===== src/rtl/audio_mix_tdm.sv =====
`default_nettype none
// ============================================================================
//  Module   : audio_mix_tdm
//  Purpose  : N-channel shift-and-add audio mixer sharing one adder over time,
//             with mute, saturation, sticky clip and overrun flags.
//  Revision : 1.0
// ============================================================================
module audio_mix_tdm #(
    parameter int CHANNELS  = 3,
    parameter int IN_W      = 8,
    parameter int GAIN_W    = 3,
    parameter int OUT_W     = 16,
    parameter int OUT_SHIFT = 5,
    parameter int SIGNED    = 0
) (
    input  logic                       clk_sys,
    input  logic                       reset,
    input  logic                       ce_sample,
    input  logic [CHANNELS*IN_W-1:0]   ch_data,
    input  logic [CHANNELS*GAIN_W-1:0] ch_gain,
    input  logic [CHANNELS-1:0]        ch_mute,
    input  logic                       clip_clr,
    output logic [OUT_W-1:0]           out_sample,
    output logic                       out_valid,
    output logic                       busy,
    output logic                       clip,
    output logic                       overrun
);

    localparam int ACC_W = IN_W + (2**GAIN_W - 1) + $clog2(CHANNELS) + 1;
    localparam int IDX_W = (CHANNELS > 1) ? $clog2(CHANNELS) : 1;
    localparam int S_W   = ((ACC_W + OUT_SHIFT > OUT_W) ? ACC_W + OUT_SHIFT : OUT_W) + 1;

    localparam logic [IDX_W-1:0]     c_LAST_IDX = IDX_W'(CHANNELS - 1);
    localparam logic signed [S_W-1:0] c_U_MAX   = {{(S_W-OUT_W){1'b0}}, {OUT_W{1'b1}}};
    localparam logic signed [S_W-1:0] c_S_MAX   = {{(S_W-OUT_W+1){1'b0}}, {(OUT_W-1){1'b1}}};
    localparam logic signed [S_W-1:0] c_S_MIN   = {{(S_W-OUT_W+1){1'b1}}, {(OUT_W-1){1'b0}}};

    typedef enum logic [1:0] {
        S_IDLE = 2'd0,
        S_ACC  = 2'd1,
        S_OUT  = 2'd2
    } state_t;

    state_t                       state_q;
    logic [IDX_W-1:0]             idx_q;
    logic [ACC_W-1:0]             acc_q;
    logic [CHANNELS*IN_W-1:0]     data_q;
    logic [CHANNELS*GAIN_W-1:0]   gain_q;
    logic [CHANNELS-1:0]          mute_q;
    logic [OUT_W-1:0]             out_sample_q;
    logic                         out_valid_q;
    logic                         busy_q;
    logic                         clip_q;
    logic                         overrun_q;

    logic [IN_W-1:0]              w_data [CHANNELS];
    logic [GAIN_W-1:0]            w_gain [CHANNELS];
    logic                         w_sx;
    logic [ACC_W-1:0]             w_ext;
    logic [ACC_W-1:0]             w_term;
    logic [ACC_W-1:0]             acc_d;
    logic signed [S_W-1:0]        w_s;
    logic [OUT_W-1:0]             sat_d;
    logic                         clip_evt;

    generate
        for (genvar k = 0; k < CHANNELS; k++) begin : g_unpack
            assign w_data[k] = data_q[k*IN_W +: IN_W];
            assign w_gain[k] = gain_q[k*GAIN_W +: GAIN_W];
        end
    endgenerate

    // Guard bits make the running sum exact, so no wrap can occur here.
    assign w_sx   = (SIGNED != 0) && w_data[idx_q][IN_W-1];
    assign w_ext  = {{(ACC_W-IN_W){w_sx}}, w_data[idx_q]};
    assign w_term = mute_q[idx_q] ? '0 : (w_ext << w_gain[idx_q]);
    assign acc_d  = acc_q + w_term;
    assign w_s    = $signed({{(S_W-ACC_W){acc_q[ACC_W-1]}}, acc_q}) <<< OUT_SHIFT;

    always_comb begin
        sat_d    = w_s[OUT_W-1:0];
        clip_evt = 1'b0;
        if (SIGNED != 0) begin
            if (w_s > c_S_MAX) begin
                sat_d    = {1'b0, {(OUT_W-1){1'b1}}};
                clip_evt = 1'b1;
            end else if (w_s < c_S_MIN) begin
                sat_d    = {1'b1, {(OUT_W-1){1'b0}}};
                clip_evt = 1'b1;
            end
        end else if (w_s > c_U_MAX) begin
            sat_d    = '1;
            clip_evt = 1'b1;
        end
    end

    always_ff @(posedge clk_sys) begin
        if (reset) begin
            state_q      <= S_IDLE;
            idx_q        <= '0;
            acc_q        <= '0;
            data_q       <= '0;
            gain_q       <= '0;
            mute_q       <= '0;
            out_sample_q <= '0;
            out_valid_q  <= 1'b0;
            busy_q       <= 1'b0;
            clip_q       <= 1'b0;
            overrun_q    <= 1'b0;
        end else begin
            out_valid_q <= 1'b0;
            case (state_q)
                S_IDLE: begin
                    if (ce_sample) begin
                        data_q  <= ch_data;
                        gain_q  <= ch_gain;
                        mute_q  <= ch_mute;
                        acc_q   <= '0;
                        idx_q   <= '0;
                        busy_q  <= 1'b1;
                        state_q <= S_ACC;
                    end
                end
                S_ACC: begin
                    acc_q <= acc_d;
                    if (idx_q == c_LAST_IDX) begin
                        idx_q   <= '0;
                        state_q <= S_OUT;
                    end else begin
                        idx_q <= idx_q + 1'b1;
                    end
                end
                S_OUT: begin
                    out_sample_q <= sat_d;
                    out_valid_q  <= 1'b1;
                    busy_q       <= 1'b0;
                    state_q      <= S_IDLE;
                end
                default: begin
                    busy_q  <= 1'b0;
                    state_q <= S_IDLE;
                end
            endcase
            // A set event in the same cycle as clip_clr keeps the flag high.
            clip_q    <= ((state_q == S_OUT) && clip_evt) || (clip_q && !clip_clr);
            overrun_q <= (ce_sample && (state_q != S_IDLE)) || (overrun_q && !clip_clr);
        end
    end

    assign out_sample = out_sample_q;
    assign out_valid  = out_valid_q;
    assign busy       = busy_q;
    assign clip       = clip_q;
    assign overrun    = overrun_q;

endmodule
`default_nettype wire

===== config.mk =====
export PLATFORM = sky130hd
export DESIGN_NAME = audio_mix_tdm
export DESIGN_NICKNAME = d
export VERILOG_FILES = /design/src/rtl/audio_mix_tdm.sv
export SDC_FILE = /design/constraint.sdc
export NUM_CORES = 1
export LEC_CHECK = 0
export BUFFER_PORTS_ARGS = -buffer_cell sky130_fd_sc_hd__buf_2
export CORE_ASPECT_RATIO = 1.5
export CORE_UTILIZATION = 45
export CTS_CLUSTER_DIAMETER = 30
export DETAILED_ROUTE_END_ITERATION = 10
export PLACE_DENSITY = 0.65
export RECOVER_POWER = 25
export SLEW_MARGIN = 20
export SYNTH_ARGS = -nofsm -noshare
export SYNTH_HDL_FRONTEND = slang
export SYNTH_SLANG_ARGS = --single-unit

===== constraint.sdc =====
create_clock -name clk_sys -period 5.55 [get_ports clk_sys]
set_clock_uncertainty 0.15 [all_clocks]
set_input_delay 1.11 -clock clk_sys [delete_from_list [all_inputs] [get_ports clk_sys]]
set_output_delay 1.11 -clock clk_sys [all_outputs]
set_load 0.01 [all_outputs]

Yosys cells after proc, flatten, opt, wreduce, memory -nomap -nowiden --
Index checks and enable logic that the tools add are counted.
Word-level totals: output and inout port bits 20, logic and storage cells 60, register bits 78, input port bits 40
Operators by class: $add $sub $neg 2, muxes and demuxes 22, equality and inequality tests 5, reduce and logical (&&, ||, !) cells 14, bitwise logic cells 2, shift-type cells 1, magnitude comparators 3
Operator list (count):
- two-way mux 18 bit | 2
- one-hot mux 18 bit (2 select lines) | 1
- > comparator 23 x 17 -> 1 bit, second input constant | 1
- adder 18 bit | 1
- left shift 8 x 3 -> 18 bit | 1
- binary-select mux 8 bit (select 2 bit) | 1
- two-way mux 16 bit | 1
- two-way mux 8 bit | 2
- two-way mux 2 bit | 4
- one-hot mux 2 bit (2 select lines) | 2
- AND reduction 2 bit | 4
- binary-select mux 3 bit (select 2 bit) | 1
- two-way mux 3 bit | 2
- == test 2 bit, second input constant | 2
- logical AND 1 bit | 4
- two-way mux 1 bit | 4
- != test 2 bit, second input constant | 2
- nonzero test 2 bit | 2
- >= comparator 3 bit, second input constant | 1
- < comparator 2 x 3 -> 1 bit, second input constant | 1
- NOT 2 -> 3 bit | 1
- adder 2 x 1 -> 2 bit, second input constant | 1
- binary-select mux 1 bit (select 2 bit) | 1
- == test 2 x 1 -> 1 bit, second input constant | 1
- 5 further kinds | 6

Longest topological paths before layout --
word-level depth 8, mapped depth 17, gate-level depth less buffers 14

Least setup slack after synthesis --
No wires, ideal clock.
path type register to register, start reg idx_q[0], end reg acc_q[13], period minus slack after synthesis 3.178 ns, setup slack 2.372 ns, arrival 2.911 ns, path buffers 3, library setup time 0.117 ns, required time 5.283 ns, cell stages (with the launch flop) 17, cell sequence dfxtp_1 -> buf_4 -> nor2b_1 -> buf_4 -> o2bb2ai_2 -> buf_6 -> mux2i_1 -> mux2i_1 -> nor2_1 -> a211oi_1 -> ha_1 -> a21o_1 -> a31o_1 -> a31o_1 -> a31oi_1 -> xnor2_1 -> a22o_1
On the way: longest elaborated chain between the ends 8, elaborated cells on any way between the ends 13, those cells by class add/sub: 1; shift: 1; mux: 10; bitwise: 1
Ends and longest elaborated chain:
- start, declared | RTL line 46 | logic [IDX_W-1:0] idx_q;
- start signal, assigned | RTL line 131 | idx_q <= idx_q + 1'b1;
- NOT 2 -> 3 bit (not written as such) | RTL line 76, 77
- binary-select mux 8 bit (select 2 bit) / binary-select mux 3 bit (select 2 bit) (equally long branches) | RTL line 76, 77
- two-way mux 8 bit (not written as such) / two-way mux 3 bit (equally long branches) (2 in a row) | RTL line 76, 77
- left shift 8 x 3 -> 18 bit | RTL line 77 | assign w_term = mute_q[idx_q] ? '0 : (w_ext << w_gain[idx_q]);
- two-way mux 18 bit (*) | RTL line 77
- adder 18 bit (*) | RTL line 78 | assign acc_d = acc_q + w_term;
- one-hot mux 18 bit (2 select lines) (*) | RTL line 113 | case (state_q)
- end signal, assigned | RTL line 102 | acc_q <= '0;
- end signal, assigned | RTL line 119 | acc_q <= '0;
- end signal, assigned | RTL line 126 | acc_q <= acc_d;
- end, declared | RTL line 47 | logic [ACC_W-1:0] acc_q;
Mark *: on every way between the ends. The rest lies on a longest branch, timed or not. The select of a mux whose other input is x is not followed. A chain may end at the register's enable or synchronous reset.

==> impl_metrics.py <==
metrics = {
    "detailed_routing": {
        "post-route-drc-count": 0,
        "routedWlPerCell_um": 13.9,
        "drt-initial-drc-count": 231,
        "drt_wl_total_mm": 9.35,
        "routed_antenna_nets": 0,
        "vias_per_cell": 5.47,
        "num_vias": 3667,
        "drtPass1Iterations": 4,
    },
    "worst_setup_path": {
        "required_ns": 5.61,
        "timing.critical_path.from_type": "primary input",
        "path_class": "primary input to register",
        "critical_path.max_fanout": 68,
        "worstPathArrival_ns": 4.45,
        "crit_path_end_kind": "register",
    },
    "sta": {
        "worst_pin_slew_ns": 2.86,
        "timing.hold.ws_ns": 0.302,
        "fmax_mhz": 228,
        "totalNegativeSetupSlack_ns": 0,
        "final-setup-viol-count": 0,
        "max-slew-margin-rel_pct": -90.8,
        "worst_slack_ns": 1.16,
        "timing.final.crit_period_ns": 4.39,
        "final_hold_viol_count": 0,
        "slew_viol_final": 69,
        "grt_setup_unrepaired": "false",
        "period_share_pct": 79.1,
    },
    "clocking": {
        "post_cts_hold_buffer_count": 0,
        "cts_max_path_buffers": 2,
        "cts.htree.levels": 3,
        "ctsRootBufferMaster": "clkbuf_16",
        "numClockSinks": 74,
        "insertion_delay_ns": 0.34,
        "post-cts-setup-buffers": 0,
        "cts-buffers-inserted": 9,
        "tritoncts": "built",
        "cts_resized": 0,
        "clk_pin_slew_worst_paths_ns": 0.06,
    },
    "logic_synthesis": {
        "synthCells": 519,
        "synth_flop_cell": "dfxtp_1",
        "mappedNetlistArea_um2": 4090,
        "synth.distinct_cells": 55,
        "synth_area_leaders": "dfxtp_1 36%, nand2_1 11%, a21oi_1 8.0%",
        "asyncSetResetFlopFracSynth_pct": 0,
        "postSynthRegisterBits": 74,
        "yosysWarningCount": 0,
        "yosysSeqAreaShare_pct": 36.3,
        "dominant_cell_type_by_area_after_synthesis": "dfxtp_1",
        "synth.avg_cell_area_um2": 7.87,
        "synthesis.nets": 575,
        "synth_top_area_share_pct": 36.3,
        "edff_count_synth": 0,
    },
    "global_route": {
        "grt_most_used_layer": "met2",
        "grt.met1_usage_pct": 23.7,
        "grt_max_degree": 69,
        "grt_pass1_wl_mm": 15.7,
        "gr-usage-met2_pct": 37.6,
        "initial_antenna_violation_count": 0,
        "globalRoute.totalOverflow": 0,
        "globalRouteTotalUtil_pct": 21.3,
        "grt.met3_usage_pct": 4.02,
        "grt_pass1_vias": 3465,
    },
    "placement": {
        "routability_cong": 0.895,
        "place.port_buffers": 59,
        "dp_hpwl_mm": 6.91,
        "preCtsSetupSlack_ns": 1.64,
        "dp.cells": 654,
    },
    "cells_and_area": {
        "finish.cell_count_without_fillers": 670,
        "drive_gt1_share_pct": 16.4,
        "final_nets": 611,
        "fill_cells": 896,
        "syn2layout_area_growth_pct": 13.8,
        "insertedDiodeCount": 0,
    },
    "job": {
        "maxcap_violations": 1,
    },
    "power": {
        "p_per_area_nw_per_um2": 285,
        "total_power_consumption_mw": 1.32,
        "irDropWorstVdd_v": 0.000221,
        "p_leak_nw": 1.89,
    },
    "hold_path": {
        "worst_hold_path_type": "register to register",
    },
    "die": {
        "io-pin-count": 60,
        "initial_standard_cell_utilization_of_the_core_pct": 46.3,
        "dieArea_um2": 9470,
        "core_um2": 8830,
        "die_h_um": 119,
        "width_of_the_die_um": 79.8,
        "num_rows": 42,
    },
    "outcome": {
        "failing_checks": "max-capacitance violations, max-slew violations",
        "run_status": "complete, but fails checks",
    },
}
==> sequential cells by signal (all words and copies together), names as in the netlist <==
signal and count:
gain_q 9, acc_q 18, clip 1, idx_q 2, busy 1, out_sample 12, state_q 2, overrun 1
data_q 24, mute_q 3, out_valid 1
==> area by class of cell <==
class                      count  area (um2)  share of cell area, %
sequential                    74        1480                   31.9
tap                          110         138                   2.96
inverter                       5        18.8                  0.404
clock inverter                 4        51.3                   1.10
timing repair buffer          66         344                   7.40
clock buffer                  12         236                   5.09
multi-input combinational    399        2380                   51.2
==> metal layers <==
layer  part of all wire (%)  vias to the layer above
li1                       -                     1881
met1                     41                     1699
met2                     52                       67
met3                    3.4                       20
met4                    3.0                        0
met5                      0                        -
==> metrics by stage <==
step	util, %	instance area [um2]
after floorplan	-	4090
after global placement	49.4	4360
after detailed placement	49.4	4360
after CTS	52.7	4650
after global routing	52.7	4650
final	52.7	4650
==> placed cells by master (no fill, tap or decap), types with 2 or more instances in the layout <==
master	count
a211oi_1	4
a21o_1	7
a21oi_1	65
a22o_1	8
a311oi_1	2
a31o_1	2
a31oi_1	15
and2_1	5
and3_1	2
buf_2	59
buf_4	6
clkbuf_1	4
clkbuf_16	9
dfxtp_1	74
ha_1	15
inv_1	5
mux2_2	2
mux2i_1	24
nand2_1	124
nand2b_1	10
nand3_1	13
nand3b_1	2
nor2_1	29
nor2b_1	5
nor3_1	5
o2111ai_1	3
o211ai_1	2
o21a_1	2
o21ai_0	5
o22a_1	2
o22ai_1	7
o2bb2ai_1	2
o2bb2ai_2	2
or2_2	5
xnor2_1	9
xor2_1	3
==> worst paths after layout <==
path | end | startpoint | slack [ns] | cells after the start
max | acc_q[11] | reset | 1.16 | 5
min | gain_q[0] | gain_q[0] | 0.30 | 2
min reg2reg | gain_q[0] | gain_q[0] | 0.30 | 2
max reg2reg | acc_q[14] | idx_q[0] | 1.53 | 14
==> worst max-delay path, stage by stage <==
cell      delay, ns
buf_2          0.07
clkbuf_1       2.00
nor2_1         0.81
a22oi_1        0.35
nand3_1        0.09
==> power by group <==
group	switching, mW	internal (mW)
Combinational	0.114	0.0731
Clock	0.220	0.349
Sequential	0.0149	0.554
Total	0.349	0.976
==> Yosys cell counts, drive strengths merged (4+ instances only) <==
cell type / count
clkbuf: 23
a22o: 8
nand2: 124
a31oi: 16
mux2i: 24
buf: 18
xnor2: 9
nand3: 13
dfxtp: 74
a21o: 7
nor2b: 5
o21ai: 7
ha: 15
a211oi: 5
o22ai: 7
or2: 5
and2: 5
a21oi: 65
inv: 5
nor2: 29
nand2b: 10
o2bb2ai: 4
nor3: 5
==> logic make-up (layout without fill, tap and decap cells) <==
logic type	count (synthesis)	in the layout	share of synthesized area, %
AND/OR/NAND/NOR	207	207	22.2
AO/OA/AOI/OAI	138	138	21.9
flip-flops	74	74	36.3
buffers and inverters	46	87	5.51
multiplexers	26	26	6.43
adder cells (fa/ha/maj)	16	16	5.08
XOR/XNOR	12	12	2.57
Power figures use the tool's default switching activity.
